## config.mk

```make
export PLATFORM = sky130hd
export DESIGN_NAME = wb_port_arbiter
export DESIGN_NICKNAME = d
export VERILOG_FILES = /design/src/rtl/wb_port_arbiter_pkg.sv /design/src/rtl/wba_entry.sv /design/src/rtl/wb_port_arbiter.sv
export SDC_FILE = /design/constraint.sdc
export NUM_CORES = 1
export LEC_CHECK = 0
export ABC_AREA = 1
export CORE_AREA = 8 8 112 114
export DETAILED_ROUTE_END_ITERATION = 8
export DIE_AREA = 0 0 120 122
export DONT_BUFFER_PORTS = 1
export GPL_TIMING_DRIVEN = 0
export MAX_ROUTING_LAYER = met4
export SLEW_MARGIN = 20
export SYNTH_ARGS = -nofsm -noshare
export SYNTH_HDL_FRONTEND = slang
export SYNTH_SLANG_ARGS = --single-unit
export TNS_END_PERCENT = 20
```

## constraint.sdc

```tcl
create_clock -name clk -period 3.1 [get_ports clk]
set_input_delay 0.31 -clock clk [delete_from_list [all_inputs] [get_ports clk]]
set_output_delay 0.31 -clock clk [all_outputs]
set_load 0.02 [all_outputs]
```

## src/rtl/wb_port_arbiter_pkg.sv

```systemverilog
// Shared types and constants for the GPR write-port arbiter.
// Entry layout uses the default GPR widths.
package wb_port_arbiter_pkg;
   localparam int CH_WB      = 0;
   localparam int CH_TRAP    = 1;
   localparam int GPR_ADDR_W = 5;
   localparam int GPR_DATA_W = 32;

   localparam logic [GPR_ADDR_W-1:0] X0 = '0;

   typedef struct packed {
      logic [GPR_ADDR_W-1:0] addr;
      logic [GPR_DATA_W-1:0] data;
   } wba_ent_t;
endpackage

```

## src/rtl/wba_entry.sv

```systemverilog
// One-entry holding register for a writeback channel.
// Provides the full flag, the load/retire handshake and the operand-hit compare.
module wba_entry
   import wb_port_arbiter_pkg::*;
(
   input  logic                  clk,
   input  logic                  rst,
   input  logic                  i_load,
   input  logic                  i_retire,
   input  wba_ent_t              i_ent,
   input  logic [GPR_ADDR_W-1:0] i_rs1,
   input  logic [GPR_ADDR_W-1:0] i_rs2,
   output logic                  o_full,
   output logic                  o_ready,
   output wba_ent_t              o_ent,
   output logic                  o_rs1_hit,
   output logic                  o_rs2_hit
);
   logic     r_full;
   wba_ent_t r_ent;
   logic     w_live;

   always_ff @(posedge clk or negedge rst) begin
      if (!rst) begin
         r_full <= 1'b0;
         r_ent  <= '0;
      end else if (i_load) begin
         r_full <= 1'b1;
         r_ent  <= i_ent;
      end else if (i_retire) begin
         r_full <= 1'b0;
      end
   end

   // A retiring entry can be refilled in the same cycle.
   assign o_ready   = !r_full | i_retire;
   assign o_full    = r_full;
   assign o_ent     = r_ent;
   assign w_live    = r_full & (r_ent.addr != X0);
   assign o_rs1_hit = w_live & (r_ent.addr == i_rs1);
   assign o_rs2_hit = w_live & (r_ent.addr == i_rs2);
endmodule

```

## src/rtl/wb_port_arbiter.sv

```systemverilog
// Arbitrates the single GPR write port between the commit path and the trap unit.
// Define WBA_BYPASS_EN to add rs1_data/rs2_data bypass outputs.
module wb_port_arbiter
   import wb_port_arbiter_pkg::*;
#(
   parameter int DATA_W  = GPR_DATA_W,
   parameter int ADDR_W  = GPR_ADDR_W,
   parameter bit PRIO_RR = 1'b1
) (
   input  logic [1:0]          in_valid,
   input  logic                clk,
   input  logic                rst,
   output logic [1:0]          in_ready,
   input  logic [2*ADDR_W-1:0] in_addr,
   input  logic [2*DATA_W-1:0] in_data,
   input  logic                wp_ready,
   output logic                wen,
   output logic [ADDR_W-1:0]   waddr,
   output logic [DATA_W-1:0]   wdata,
   output logic [1:0]          done,
   input  logic [ADDR_W-1:0]   rs1_addr,
   input  logic [ADDR_W-1:0]   rs2_addr,
   output logic                rs1_hit,
   output logic                rs2_hit
`ifdef WBA_BYPASS_EN
   ,
   output logic [DATA_W-1:0]   rs1_data,
   output logic [DATA_W-1:0]   rs2_data
`endif
);
   logic [1:0]  w_full;
   logic [1:0]  w_load;
   logic [1:0]  w_done;
   logic [1:0]  w_rs1_hit;
   logic [1:0]  w_rs2_hit;
   wba_ent_t    w_in  [2];
   wba_ent_t    w_ent [2];
   logic        w_gnt;
   logic        w_gnt_vld;
   logic        w_same;
   logic        w_retire;
   logic [ADDR_W-1:0] w_gaddr;

   // r_age names the older channel; r_ptr is the round-robin preference.
   logic r_age;
   logic r_ptr;
   logic r_hold;
   logic r_hold_ch;

   assign w_load = in_valid & in_ready;

   for (genvar k = 0; k < 2; k++) begin : g_ch
      assign w_in[k].addr = in_addr[k*ADDR_W +: ADDR_W];
      assign w_in[k].data = in_data[k*DATA_W +: DATA_W];

      wba_entry u_ent (
         .clk       (clk),
         .rst       (rst),
         .i_load    (w_load[k]),
         .i_retire  (w_done[k]),
         .i_ent     (w_in[k]),
         .i_rs1     (rs1_addr),
         .i_rs2     (rs2_addr),
         .o_full    (w_full[k]),
         .o_ready   (in_ready[k]),
         .o_ent     (w_ent[k]),
         .o_rs1_hit (w_rs1_hit[k]),
         .o_rs2_hit (w_rs2_hit[k])
      );
   end

   assign w_same = (w_ent[CH_WB].addr == w_ent[CH_TRAP].addr)
                 & (w_ent[CH_WB].addr != X0);

   // A stalled grant is pinned so the write port never switches mid-stall.
   always_comb begin
      w_gnt     = 1'b0;
      w_gnt_vld = |w_full;
      if (r_hold) begin
         w_gnt = r_hold_ch;
      end else if (&w_full) begin
         if (w_same)
            w_gnt = r_age;
         else
            w_gnt = PRIO_RR ? r_ptr : 1'b1;
      end else begin
         w_gnt = w_full[CH_TRAP];
      end
   end

   assign w_gaddr  = w_ent[w_gnt].addr;
   assign w_retire = w_gnt_vld & ((w_gaddr == X0) | wp_ready);
   assign w_done   = {w_retire & w_gnt, w_retire & ~w_gnt};

   assign wen   = w_gnt_vld & (w_gaddr != X0);
   assign waddr = w_gnt_vld ? w_gaddr : '0;
   assign wdata = w_gnt_vld ? w_ent[w_gnt].data : '0;
   assign done  = w_done;

   assign rs1_hit = |w_rs1_hit;
   assign rs2_hit = |w_rs2_hit;

   always_ff @(posedge clk or negedge rst) begin
      if (!rst) begin
         r_age     <= 1'b0;
         r_ptr     <= 1'b0;
         r_hold    <= 1'b0;
         r_hold_ch <= 1'b0;
      end else begin
         r_hold    <= w_gnt_vld & !w_retire;
         r_hold_ch <= w_gnt;
         if ((&w_full) & w_retire)
            r_ptr <= !w_gnt;
         if (&w_load)
            r_age <= 1'b0;
         else if (w_load[CH_WB])
            r_age <= 1'b1;
         else if (w_load[CH_TRAP])
            r_age <= 1'b0;
      end
   end

`ifdef WBA_BYPASS_EN
   // Both entries matching implies both full, so r_age is meaningful.
   assign rs1_data = (&w_rs1_hit) ? w_ent[!r_age].data :
                     w_rs1_hit[1] ? w_ent[1].data :
                     w_rs1_hit[0] ? w_ent[0].data : '0;
   assign rs2_data = (&w_rs2_hit) ? w_ent[!r_age].data :
                     w_rs2_hit[1] ? w_ent[1].data :
                     w_rs2_hit[0] ? w_ent[0].data : '0;
`endif
endmodule

```

## Word level (Yosys, flattened, before mapping)

Index checks and enable logic that the tools add are counted.

- Reductions and logical operators: 16
- $lt $le $gt $ge: 1
- Bitwise logic cells: 19
- Equal/unequal tests: 5
- Mux-type cells: 15

Operators with widths:

| cell | number |
|---|---|
| 37-bit two-way mux | 3 |
| 32-bit two-way mux | 1 |
| 5-bit == test | 5 |
| 5-bit nonzero test | 3 |
| 1-bit bitwise AND | 13 |
| 1-bit two-way mux | 10 |
| 2-bit OR reduction | 3 |
| 5-bit logical NOT | 1 |
| 5-bit two-way mux | 1 |
| 1-bit logical NOT | 4 |
| 2-bit AND reduction | 2 |
| 2-bit nonzero test | 2 |
| 1-bit OR | 3 |
| 3-bit nonzero test | 1 |
| 2-bit bitwise AND | 1 |
| 2-bit >= comparator, second input constant | 1 |
| 1-bit inverter with 2-bit output | 1 |
| 1-bit inverter | 1 |

- Output and inout port bits: 44
- Word-level logic and storage cells: 66
- Register bits: 80
- Input bits: 89

## Longest topological paths before layout

- Word-level depth: 18
- Gate-level depth with buffers: 22
- Mapped depth without buffers: 19

## Modules after synthesis

Synthesis repeated with hierarchy kept, for this count alone.

- Cell total of the unflattened synthesis: 607
- Area total of the unflattened synthesis: 4262.8 um2

By module, submodules not included:

| module | instances | area each (um2) | sequential area each (um2) | cells each |
|---|---|---|---|---|
| wba_entry | 2 | 1636.6 | 950.9 | 206 |
| wb_port_arbiter | 1 | 989.7 | 100.1 | 195 |

## Worst setup path after synthesis

No wires, ideal clock.

- Path kind: flip-flop to output port
- Start point: register g_ch[0].u_ent.r_ent, in the netlist g_ch[0].u_ent.o_ent[36]
- End point: output port in_ready[1]
- Arrival time: 2.124 ns
- Buffers on the path: 4
- Setup slack: 0.666 ns
- Stages on the path, launching flop included: 20
- Data required time: 2.790 ns
- Path through: dfrtp_1 > buf_2 > nor2_1 > nand3_1 > nand2_1 > inv_2 > nand3_1 > nand2_1 > nand3_2 > nand2_4 > nand2_4 > buf_6 > nand2_1 > nand2_1 > nand2_2 > o21bai_4 > nand3_2 > nand2_2 > buf_2 > buf_4

- Cells in the longest elaborated chain, start to end: 14
- Elaborated cells on any way between the ends: 15
- Classes of those cells: eq/ne (1); mux (6); bitwise (6); reduce/logical (2)

Ends and longest elaborated chain:

| what | RTL line | text |
|---|---|---|
| start, declared | wba_entry.sv:20 | `wba_ent_t r_ent;` |
| start signal, assigned | wba_entry.sv:29 | `r_ent <= i_ent;` |
| 5-bit == test / 5-bit nonzero test (equally long branches) | wb_port_arbiter.sv:72, wb_port_arbiter.sv:73 |  |
| 1-bit bitwise AND | wb_port_arbiter.sv:73 | `& (w_ent[CH_WB].addr != X0);` |
| 1-bit two-way mux | wb_port_arbiter.sv:82 | `if (w_same)` |
| 1-bit two-way mux | wb_port_arbiter.sv:81 | `end else if (&w_full) begin` |
| 1-bit two-way mux | wb_port_arbiter.sv:79 | `if (r_hold) begin` |
| 1-bit inverter with 2-bit output (not written as such) | wb_port_arbiter.sv:91 | `assign w_gaddr = w_ent[w_gnt].addr;` |
| 37-bit two-way mux (3 in series) | - |  |
| 5-bit logical NOT | wb_port_arbiter.sv:92 | `assign w_retire = w_gnt_vld & ((w_gaddr == X0) \| wp_ready);` |
| 1-bit OR | wb_port_arbiter.sv:92 |  |
| 1-bit bitwise AND | wb_port_arbiter.sv:92 |  |
| 1-bit bitwise AND (*) | wb_port_arbiter.sv:93 | `assign w_done = {w_retire & w_gnt, w_retire & ~w_gnt};` |
| 1-bit OR (*) | wba_entry.sv:36 | `assign o_ready = !r_full \| i_retire;` |
| end, declared | wb_port_arbiter.sv:13 | `output logic [1:0] in_ready,` |

Every way passes the cells marked *; elsewhere a longest branch is shown, timed or not. The select of a mux whose other input is x is not followed.

## Worst setup path in the final report

- Start point: register g_ch[0].u_ent.r_ent, in the netlist g_ch[0].u_ent.o_ent[34]
- End point: output port in_ready[0]

The elaborated chain is that of the path after synthesis.

==> out/results.ini <==
[clocking]
numCtsBuffers=9
cts_tree=built
cts-root-buf=clkbuf_8
cts.path.max_buffers=2
cts.sinks=80
clk_pin_slew_worst_paths_ns=0.09
htree_num_levels=3
worstSkewPairLatency_ns=0.36

[hold_path]
hold_depth=2
hp-class=in2reg
hold_end=g_ch[0].u_ent.o_ent[35]$_DFFE_PN0P_
min_from=in_addr[3]

[setup_path]
path_delay_family=simple AND/OR/NAND/NOR gates
r2r_cells=21
cpMaxStageDelayCell=dfrtp_2
cp_slowest_stage_delay_ns=0.48
worstPathCellList=nor2_1, nand3_1, nand2_1, inv_2, nand3_1, nand2_1, nand3_2, nand2_4, nand2_8, buf_8, nand2_1, nand2_2, nand3_4, o21bai_4, nand3_2, nand2_4, buf_6, buf_4
r2r-start=g_ch[1].u_ent.o_ent[35]$_DFFE_PN0P_
arrival_ns=2.64
crit_fanout=7
r2r-end=g_ch[0].u_ent.o_ent[30]$_DFFE_PN0P_
end_kind=primary output
path_class=reg2out
rrSetupSlack_ns=0.36
worstSetupStartpointType=flop
cp_data_required_time_ns=2.79
timing.critical_path.mode_cell=nand2_1
path_buf_inv=4

[synthesis]
yosysTopAreaCell=dfrtp_1
synth_area_sq_mm=0.004283
synth_edf_count=0
synthTopCellsByArea=dfrtp_1, nand2_1, nand3_1
synth_seq_cells=80
yosysSeqAreaShare_pct=46.74
ys_warn_count=0
syn_avg_cell_area_sq_um=7.514
syn_inst=570
synth_ff_type=dfrtp_1
synthArstFlopShare_pct=100.0
synth_cell_types=28
synth_nets=659
synth_top_area_share_pct=46.74

[die]
die_w_um=120
die_y_um=122
num_io_pins=133
dieArea_sq_mm=0.01464
start_util_pct=40.04
num_rows=38
core_area_sq_mm=0.01070

[grt]
grtUsageTotal_pct=17.75
grt_pass1_vias=3771
gr-usage-met3_pct=4.581
grt-ovfl-total=0
grt_busiest_layer=met2
gr-usage-met2_pct=29.13
grt_pass1_wl_um=19690
grt_max_degree=81
antenna_found_initial=0
grt.met1_usage_pct=20.30

[power]
irDropWorstVdd_mv=0.6066
p_int_mw=3.307
p_per_area_mw_per_mm2=1402
seq_power_share_pct=27.6
power_mw=6.898
p_sw_share_pct=52.06
pwr-share-clk_pct=12.4
combPwrFrac_pct=60.0
p_switching_mw=3.591
power_leakage_nw=2.502

[routing]
postRouteAntennaNets=0
drt_pass1_iterations=5
routedWlPerCell_um=17.42
first_iter_violations=228
vias_per_cell=5.077
drcViolationCount=0
vias=3737
routed_wl_um=12820

[final_layout]
final_net_count=680
drive_above_1_share_pct=16.61
fin_area_sq_mm=0.004920
n_fill_cell=1105
antenna_cells=0
layout_common_cells=nand2_1, nand3_1, dfrtp_1
syn_to_final_growth_pct=14.87
layout_commonest_cell=nand2_1

[timing]
fmax_mhz=338.4
fin_crit_ns=2.955
post-route-period-util_pct=95.32
rsz0062_at_grt=true
tns_ns=0
hold_ws_ns=0.08432
clock_skew_ns=0.01108
slew_headroom_pct=33.05
hold_viol=0
setup_viol_count_final=0
maxSlewViolCount=0
tightest_slew_ns=0.9913
fin_ws_ns=0.1452

[placed_design]
dp_hpwl_um=9574
placed_area_sq_mm=0.004458
gp_congestion=0.8447
portBuffers=0
place_ws_ns=0.3087

[outcome]
status=complete, no violations

[flow_run]
max-cap-violations=0

[routing by layer]
layer / up-vias / routed length [um] / share of wire, %
met2: 94 / 6371 / 50
met1: 1784 / 5493 / 43
li1: 1850 / - / -
met4: 0 / 131 / 1.0
met3: 9 / 823 / 6.4
met5: - / 0 / 0
[worst max path at each step]
stage / cells past startpoint / end / from
after floorplan: 19 / in_ready[1] / g_ch[0].u_ent.o_ent[36]$_DFFE_PN0P_
after global placement: 19 / in_ready[1] / g_ch[0].u_ent.o_ent[33]$_DFFE_PN0P_
after detailed placement: 19 / in_ready[1] / g_ch[0].u_ent.o_ent[36]$_DFFE_PN0P_
after CTS: 19 / in_ready[0] / g_ch[0].u_ent.o_ent[36]$_DFFE_PN0P_
after global routing: 16 / in_ready[0] / g_ch[1].u_ent.o_ent[35]$_DFFE_PN0P_
final: 18 / in_ready[0] / g_ch[0].u_ent.o_ent[34]$_DFFE_PN0P_
[cell type report]
cell class / count / area, sq um / area share [%]
multi-input combinational: 426 / 2049 / 41.66
sequential: 80 / 2008 / 40.82
buffer: 40 / 244.0 / 4.959
tap: 140 / 175.2 / 3.561
timing repair buffer: 15 / 150.1 / 3.052
clock buffer: 11 / 141.4 / 2.874
clock inverter: 5 / 80.08 / 1.628
inverter: 19 / 71.32 / 1.450
[stage by stage]
step | util, % | instances
after global placement | 41.67 | 710
final | 45.99 | 736
after detailed placement | 41.67 | 710
after floorplan | - | 570
after global routing | 45.99 | 736
after CTS | 44.18 | 727
[power groups by stage]
stage,clock network [mW],registers [mW],logic [mW]
floorplan,0,1.75,3.06
global placement,0,1.83,3.72
detailed placement,0,1.85,3.79
CTS,0.884,1.83,3.84
global route,0.925,1.97,4.57
finish,0.857,1.90,4.14
[timing repair]
item,CTS,global route
hold buffers,2,0
resized for setup,5,36
buffers inserted,0,11
pin swaps,0,3
endpoints found under the hold margin,80,0
setup endpoints to repair,13,34
gates cloned,0,2
[sequential cells by signal, summed over array words and instances (netlist names)]
signal / count
r_ptr: 1
r_hold: 1
g_ch.u_ent.o_full: 2
r_age: 1
r_hold_ch: 1
g_ch.u_ent.o_ent: 74
[cell usage after synthesis (6+ instances only)]
cell / number
nand3_1: 81
xnor2_1: 9
nand2_1: 181
o21ai_0: 35
buf_6: 6
inv_1: 14
clkbuf_1: 18
buf_2: 15
xor2_1: 12
dfrtp_1: 80
nor2_1: 79
[cell families after synthesis]
family                 after synthesis  synth area share (%)
AND/OR/NAND/NOR                    365                 36.31
flip-flops                          80                 46.74
buffers and inverters               64                 7.566
AO/OA/AOI/OAI                       40                 5.083
XOR/XNOR                            21                 4.295
Note: power is estimated with default switching activity, not from simulation.
